File: src/rtl/mem_arbiter.sv
// Two-requester memory arbiter. Round-robin on simultaneous requests, a single
// outstanding memory access, and a per-access busy timeout that aborts the
// access and reports an error to its owner. Every output is driven by a flop.
module mem_arbiter #(
    parameter int unsigned ADDR_W  = 32,
    parameter int unsigned DATA_W  = 32,
    parameter int unsigned TIMEOUT = 15
) (
    input  logic              clk,
    input  logic              reset,

    input  logic              m0_req,
    input  logic              m0_we,
    input  logic [ADDR_W-1:0] m0_addr,
    input  logic [DATA_W-1:0] m0_wdata,
    output logic              m0_gnt,
    output logic              m0_rvalid,
    output logic [DATA_W-1:0] m0_rdata,
    output logic              m0_err,

    input  logic              m1_req,
    input  logic              m1_we,
    input  logic [ADDR_W-1:0] m1_addr,
    input  logic [DATA_W-1:0] m1_wdata,
    output logic              m1_gnt,
    output logic              m1_rvalid,
    output logic [DATA_W-1:0] m1_rdata,
    output logic              m1_err,

    output logic              mem_en,
    output logic              mem_we,
    output logic [ADDR_W-1:0] mem_addr,
    output logic [DATA_W-1:0] mem_wdata,
    input  logic [DATA_W-1:0] mem_rdata,
    input  logic              mem_ack
);

    localparam logic [7:0] TimeoutCnt = 8'(TIMEOUT);

    typedef enum logic {
        StIdle = 1'b0,
        StBusy = 1'b1
    } state_e;

    state_e     state_q, state_d;
    logic [7:0] cnt_q, cnt_d;
    logic       last_gnt_q, last_gnt_d;  // index of the most recent winner
    logic       owner_q, owner_d;        // index of the requester owning the access

    logic              m0_gnt_q, m0_gnt_d;
    logic              m1_gnt_q, m1_gnt_d;
    logic              m0_rvalid_q, m0_rvalid_d;
    logic              m1_rvalid_q, m1_rvalid_d;
    logic [DATA_W-1:0] m0_rdata_q, m0_rdata_d;
    logic [DATA_W-1:0] m1_rdata_q, m1_rdata_d;
    logic              m0_err_q, m0_err_d;
    logic              m1_err_q, m1_err_d;
    logic              mem_en_q, mem_en_d;
    logic              mem_we_q, mem_we_d;
    logic [ADDR_W-1:0] mem_addr_q, mem_addr_d;
    logic [DATA_W-1:0] mem_wdata_q, mem_wdata_d;

    logic              any_req;
    logic              winner;
    logic              timeout_hit;
    logic              done;
    logic [DATA_W-1:0] cpl_rdata;

    assign any_req     = m0_req | m1_req;
    // On a tie the requester that did not win last time goes first.
    assign winner      = (m0_req & m1_req) ? ~last_gnt_q : m1_req;
    assign timeout_hit = (cnt_q == TimeoutCnt);
    // An ack on the timeout cycle still counts as a normal completion.
    assign done        = mem_ack | timeout_hit;
    // Writes and aborted accesses return zero data.
    assign cpl_rdata   = (mem_ack && !mem_we_q) ? mem_rdata : '0;

    // State register: FSM state, busy counter, arbitration history, owner.
    always_ff @(posedge clk or negedge reset) begin
        if (!reset) begin
            state_q    <= StIdle;
            cnt_q      <= 8'd0;
            last_gnt_q <= 1'b1;
            owner_q    <= 1'b0;
        end else begin
            state_q    <= state_d;
            cnt_q      <= cnt_d;
            last_gnt_q <= last_gnt_d;
            owner_q    <= owner_d;
        end
    end

    // Next-state logic: grant from IDLE, complete or abort from BUSY.
    always_comb begin
        state_d    = state_q;
        cnt_d      = cnt_q;
        last_gnt_d = last_gnt_q;
        owner_d    = owner_q;
        case (state_q)
            StIdle: begin
                if (any_req) begin
                    state_d    = StBusy;
                    cnt_d      = 8'd1;
                    last_gnt_d = winner;
                    owner_d    = winner;
                end
            end
            StBusy: begin
                if (done) begin
                    state_d = StIdle;
                    cnt_d   = 8'd0;
                end else if (cnt_q != 8'hFF) begin
                    cnt_d = cnt_q + 8'd1;
                end
            end
            default: state_d = StIdle;
        endcase
    end

    // Output logic: next values of the registered grant, completion and memory outputs.
    always_comb begin
        m0_gnt_d    = 1'b0;
        m1_gnt_d    = 1'b0;
        m0_rvalid_d = 1'b0;
        m1_rvalid_d = 1'b0;
        m0_err_d    = 1'b0;
        m1_err_d    = 1'b0;
        m0_rdata_d  = m0_rdata_q;
        m1_rdata_d  = m1_rdata_q;
        mem_en_d    = mem_en_q;
        mem_we_d    = mem_we_q;
        mem_addr_d  = mem_addr_q;
        mem_wdata_d = mem_wdata_q;
        case (state_q)
            StIdle: begin
                if (any_req) begin
                    mem_en_d = 1'b1;
                    if (winner) begin
                        m1_gnt_d    = 1'b1;
                        mem_we_d    = m1_we;
                        mem_addr_d  = m1_addr;
                        mem_wdata_d = m1_wdata;
                    end else begin
                        m0_gnt_d    = 1'b1;
                        mem_we_d    = m0_we;
                        mem_addr_d  = m0_addr;
                        mem_wdata_d = m0_wdata;
                    end
                end
            end
            StBusy: begin
                if (done) begin
                    mem_en_d = 1'b0;
                    if (owner_q) begin
                        m1_rvalid_d = 1'b1;
                        m1_err_d    = ~mem_ack;
                        m1_rdata_d  = cpl_rdata;
                    end else begin
                        m0_rvalid_d = 1'b1;
                        m0_err_d    = ~mem_ack;
                        m0_rdata_d  = cpl_rdata;
                    end
                end
            end
            default: mem_en_d = 1'b0;
        endcase
    end

    // Output registers.
    always_ff @(posedge clk or negedge reset) begin
        if (!reset) begin
            m0_gnt_q    <= 1'b0;
            m1_gnt_q    <= 1'b0;
            m0_rvalid_q <= 1'b0;
            m1_rvalid_q <= 1'b0;
            m0_rdata_q  <= '0;
            m1_rdata_q  <= '0;
            m0_err_q    <= 1'b0;
            m1_err_q    <= 1'b0;
            mem_en_q    <= 1'b0;
            mem_we_q    <= 1'b0;
            mem_addr_q  <= '0;
            mem_wdata_q <= '0;
        end else begin
            m0_gnt_q    <= m0_gnt_d;
            m1_gnt_q    <= m1_gnt_d;
            m0_rvalid_q <= m0_rvalid_d;
            m1_rvalid_q <= m1_rvalid_d;
            m0_rdata_q  <= m0_rdata_d;
            m1_rdata_q  <= m1_rdata_d;
            m0_err_q    <= m0_err_d;
            m1_err_q    <= m1_err_d;
            mem_en_q    <= mem_en_d;
            mem_we_q    <= mem_we_d;
            mem_addr_q  <= mem_addr_d;
            mem_wdata_q <= mem_wdata_d;
        end
    end

    assign m0_gnt    = m0_gnt_q;
    assign m1_gnt    = m1_gnt_q;
    assign m0_rvalid = m0_rvalid_q;
    assign m1_rvalid = m1_rvalid_q;
    assign m0_rdata  = m0_rdata_q;
    assign m1_rdata  = m1_rdata_q;
    assign m0_err    = m0_err_q;
    assign m1_err    = m1_err_q;
    assign mem_en    = mem_en_q;
    assign mem_we    = mem_we_q;
    assign mem_addr  = mem_addr_q;
    assign mem_wdata = mem_wdata_q;

endmodule

File: config.mk
export PLATFORM = sky130hd
export DESIGN_NAME = mem_arbiter
export DESIGN_NICKNAME = d
export VERILOG_FILES = /design/src/rtl/mem_arbiter.sv
export SDC_FILE = /design/constraint.sdc
export NUM_CORES = 1
export LEC_CHECK = 0
export BUFFER_PORTS_ARGS = -buffer_cell sky130_fd_sc_hd__buf_4
export CORE_MARGIN = 10
export CORE_UTILIZATION = 31
export CTS_CLUSTER_DIAMETER = 80
export DETAILED_ROUTE_END_ITERATION = 8
export PLACE_DENSITY = 0.63
export SYNTH_ARGS = -nofsm -noshare
export SYNTH_HDL_FRONTEND = slang
export SYNTH_SLANG_ARGS = --single-unit
File: constraint.sdc
create_clock -name clk -period 1.7 [get_ports clk]
set_input_delay 0.085 -clock clk [delete_from_list [all_inputs] [get_ports clk]]
set_output_delay 0.085 -clock clk [all_outputs]
set_load 0.01 [all_outputs]
Word level (Yosys, flattened, before mapping). Cells that the tools add are included.

Word-level logic and storage cells: 69. Output and inout port bits: 136. Input bits: 167. Bits in registers: 147.

Bitwise operators: 7. Add/subtract/negate cells: 1. Equal/unequal tests: 5. Reduce and logical (&&, ||, !) cells: 7. Multiplexer cells: 33.

Operator list (count): two-way mux 32 bit (3); two-way mux 1 bit (24); two-way mux 8 bit (3); one-hot mux 8 bit (2 select lines) (1); adder 8 x 1 -> 8 bit, second input constant (1); == test 8 x 4 -> 1 bit, second input constant (1); != test 8 bit, second input constant (1); AND reduction 2 bit (3); AND reduction 3 bit (2); inverter 1 bit (4); one-hot mux 1 bit (2 select lines) (2); != test 3 x 1 -> 1 bit, second input constant (1); != test 2 x 1 -> 1 bit, second input constant (1); != test 2 bit, second input constant (1); bitwise OR 1 bit (2); bitwise AND 1 bit (1); logical AND 1 bit (1); zero test 1 bit (1).

Depth between registers and ports, before layout.
Word-level depth: 5. Depth in mapped cells: 7. Gate-level depth less buffers: 5.

Worst setup path before layout. Ideal clock, no wire load.

Path kind: reg2reg. Start: register cnt_q[0]. End: register m1_rdata_q[19] (netlist: m1_rdata[19]). Setup slack: -0.017 ns. Period minus slack after synthesis: 1.717 ns. Required time: 1.579 ns. Library setup time: 0.121 ns. Path buffers: 2. Arrival time: 1.596 ns. Stages on the path, launching flop included: 8. Cells stage by stage: dfrtp_1 ha_1 and3_2 buf_2 a21o_2 nand3_4 clkbuf_8 a22o_2.

Word-level cells in the longest chain between the ends: 3.

Ends and longest elaborated chain: from (decl) (line 46) `logic [7:0] cnt_q, cnt_d;`; from (signal assigned) (line 87) `cnt_q <= cnt_d;`; == test 8 x 4 -> 1 bit (line 72) `assign timeout_hit = (cnt_q == TimeoutCnt);`; bitwise OR 1 bit (line 74) `assign done = mem_ack | timeout_hit;`; AND reduction 3 bit (no line); to (signal assigned) (line 190) `m1_rdata_q <= m1_rdata_d;`; to (decl) (line 55) `logic [DATA_W-1:0] m1_rdata_q, m1_rdata_d;`.

Every way passes these cells. A chain may end at the register's enable or synchronous reset.

Worst setup path after layout.
Start: register cnt_q[7]. End: register m0_rdata_q[16] (netlist: m0_rdata[16]).

Word-level cells in the longest chain between the ends: 3.

Ends and longest elaborated chain: == test 8 x 4 -> 1 bit (line 72); bitwise OR 1 bit (line 74); AND reduction 3 bit (no line); to (signal assigned) (line 189) `m0_rdata_q <= m0_rdata_d;`; to (decl) (line 54) `logic [DATA_W-1:0] m0_rdata_q, m0_rdata_d;`.

Every way passes these cells.

==> out/results.ini <==
[power_and_ir_drop]
p_leak_nw=5.50
power_switching_mw=5.46
power_per_cell_area_nw_per_um2=1490
p_int_mw=10.7
power_frac_comb=0.396
clockPowerShare=0.237
netSwitchingFraction=0.337
peakVddDrop_mv=0.670
p_seq_frac=0.367

[sta]
fmax_ghz=0.598
period_share=0.983
finalHoldViolations=0
fin_crit_ps=1670
rsz0062_at_grt=yes
slew_headroom=0.662
clock-skew-final_ps=12.1
setup_violations=0
finalMaxSlewViolations=0
layout_setup_ws_ps=28.1
tightestPinTransition_ps=507

[floorplanning]
fp-row-count=50
die_w_um=158
initial_core_util=0.315
fp.dieArea_um2=24800
io-pin-count=303
fp.coreArea_um2=18600
die_h_um=158

[detailed_routing]
wirelength_um=24700
drtPass1Iterations=7
via_per_inst=5.11
wl_per_cell_um=20.9
ant_nets=0
num_vias=6012
drt_first_iter_violations=558
route.detailed.drc=0

[synthesis]
synth.largest_area_cell=dfrtp_1
synth_warnings=0
synth.distinct_cells=42
synthCells=445
ys_ff_latch=147
synthesis.nets=613
synthTopCellsByArea=dfrtp_1 62%, a222oi_1 9.7%, a22o_2 5.1%, a22o_1 5.1%, inv_1 3.8%
yosysSeqAreaShare=0.627
synth_top_area_frac=0.622
syn_area_um2=5870
syn_area_per_cell_um2=13.2

[setup_path]
required_ps=2000
cp-start-kind=flop
critPathMaxStageDelay_ps=440
path_class=flop to flop
crit_slowest_cell=dfrtp_2
critPathCaptureType=flop
cp.arrival_ps=1970
path_cells=nor4_4 > a21o_4 > nand3b_4 > buf_12 > a22o_1
path_max_fanout=11
cp_top_family=simple AND/OR/NAND/NOR gates
cp.buffers_inverters=1

[cts]
cts_buffers=17
clk-insertion-delay-late_ps=420
clockBufferDepth=2
clockRootBuffer=clkbuf_16
cts_sinks=147
tritoncts=yes
h-tree-depth=4
path_clk_slew_ps=60

[global_route]
grt_pass1_wl_um=36400
grt_pass1_vias=6509
grt_max_degree=58
grt.overflow.total=0
track_usage=0.188
antenna_found_initial=7

[placed_design]
hpwlAfterDp_um=16200
io_buffer_count=302
pre_cts_slack_ps=12.7
gp_congestion=0.856
place_inst=967

[worst_hold_path]
hold_path_class=input pin to flop

[finish]
layout.cells.non_filler=1177
drive_above_1_share=0.445
area_growth_pct=84.9
layout.nets=1089

[run]
max_cap_violations=0

[outcome]
outcome=finished clean

[per-layer routing]
layer / up-vias / track usage / part of all wire
met1: 2948 / 0.193 / 0.34
met2: 303 / 0.335 / 0.54
met3: 83 / 0.0537 / 0.065
li1: 2678 / - / -
met4: 0 / 0.110 / 0.046
met5: - / 0 / 0
[what timing repair did]
action | in CTS | in global routing
hold endpoints to repair | 180 | 0
buffers inserted | 0 | 5
gates resized for setup | 0 | 7
hold buffers | 160 | 0
endpoints found under the setup margin | 0 | 65
[path summary, 6_finish.rpt]
kind                                      startpoint                   endpoint  slack [ps]  depth (start not counted)
setup / recovery                cnt_q[7]$_DFFE_PN0P_   m0_rdata[16]$_DFFE_PN0P_          30                          5
hold / removal                           m1_addr[26]   mem_addr[26]$_DFFE_PN0P_          50                          3
setup reg to reg                cnt_q[7]$_DFFE_PN0P_   m0_rdata[16]$_DFFE_PN0P_          30                          5
hold reg to reg            mem_wdata[12]$_DFFE_PN0P_  mem_wdata[12]$_DFFE_PN0P_         490                          2
max in group asynchronous                      reset     last_gnt_q$_DFFE_PN1P_         760                          3
min in group asynchronous                      reset   m1_rdata[19]$_DFFE_PN0P_         220                          2
[power groups by stage]
stage | sequential, mW | clock, mW | combinational [mW]
floorplan | 6.37 | 0 | 2.00
global placement | 5.90 | 0 | 5.86
detailed placement | 5.92 | 0 | 6.04
CTS | 5.90 | 3.91 | 6.33
global route | 6.07 | 4.07 | 6.84
finish | 5.93 | 3.84 | 6.40
[synth_stat cells, drive strengths merged]
cell type     number
a21bo              1
a21boi             1
a21o               5
a21oi             13
a221o              5
a222oi            57
a22o              64
a32o               1
a41oi              3
and2               1
and3               3
and3b              5
and4               1
buf               19
clkbuf            17
dfrtp            146
dfstp              1
dlymetal6s2s       1
ha                 1
inv               59
mux2i              3
nand2             11
nand2b             3
nand3              4
nand3b             1
nor2               2
nor2b              1
nor3               1
nor3b              2
nor4               1
o21ai             10
o21bai             1
or3                1
[logic make-up (layout without fill, tap and decap cells)]
group                    after synthesis  count (layout)  synth area share
AO/OA/AOI/OAI                        161             161             0.245
flip-flops                           147             147             0.627
buffers and inverters                 96             584            0.0771
AND/OR/NAND/NOR                       37              38            0.0437
multiplexers                           3               3           0.00511
adder cells (fa/ha/maj)                1               1           0.00213
other                                  0               9                 0
[through the flow]
step | hold slack (ps) | power [mW] | instance area [um2] | TNS (ps) | util
floorplan | -211 | 8.37 | 5880 | 0 | -
global placement | 61.4 | 11.8 | 8520 | 0 | 0.457
detailed placement | 72.1 | 12.0 | 8520 | 0 | 0.457
CTS | 26.4 | 16.1 | 10700 | 0 | 0.575
global route | 31.1 | 17.0 | 10900 | -329 | 0.582
finish | 52.1 | 16.2 | 10900 | 0 | 0.582
[tightest hold or removal path, cell delays in order]
cell and delay [ps]:
buf_4 70, and3b_1 160, a221o_1 110
[layout make-up]
type                            instances  area, um2
Fill cell                            1465       7790
Timing Repair Buffer                  493       4240
Multi-Input combinational cell        203       1790
Clock buffer                           18        439
Clock inverter                         14        166
Antenna cell                            9       22.5
Tap cell                              234        293
Inverter                               59        221
Sequential cell                       147       3680
[state kept, by name (all words and copies together) (netlist names)]
name        cells
mem_addr       32
m1_err          1
m1_gnt          1
mem_wdata      32
m0_err          1
last_gnt_q      1
m0_gnt          1
m1_rvalid       1
mem_en          1
state_q         1
owner_q         1
m1_rdata       32
cnt_q           8
m0_rvalid       1
m0_rdata       32
mem_we          1
[layout by cell type (no fill, tap or decap), drive strengths merged]
master       Yosys  routed
a21bo            1       1
a21boi           1       1
a21o             5       5
a21oi           13      13
a221o            5       5
a222oi          57      57
a22o            64      64
a32o             1       1
a41oi            3       3
and2             1       1
and3             3       3
and3b            5       5
and4             1       1
buf             19     332
bufinv           0       2
clkbuf          17      19
clkinv           0       2
clkinvlp         0       3
dfrtp          146     146
dfstp            1       1
diode            0       9
dlygate4sd3      0     160
ha               1       1
inv             59      66
mux2i            3       3
nand2           11      11
nand2b           3       3
nand3            4       4
nand3b           1       2
nor2             2       2
nor2b            1       1
nor3             1       1
nor3b            2       2
nor4             1       1
o21ai           10      10
o21bai           1       1
or3              1       1
Note: power is estimated with default switching activity, not from simulation.
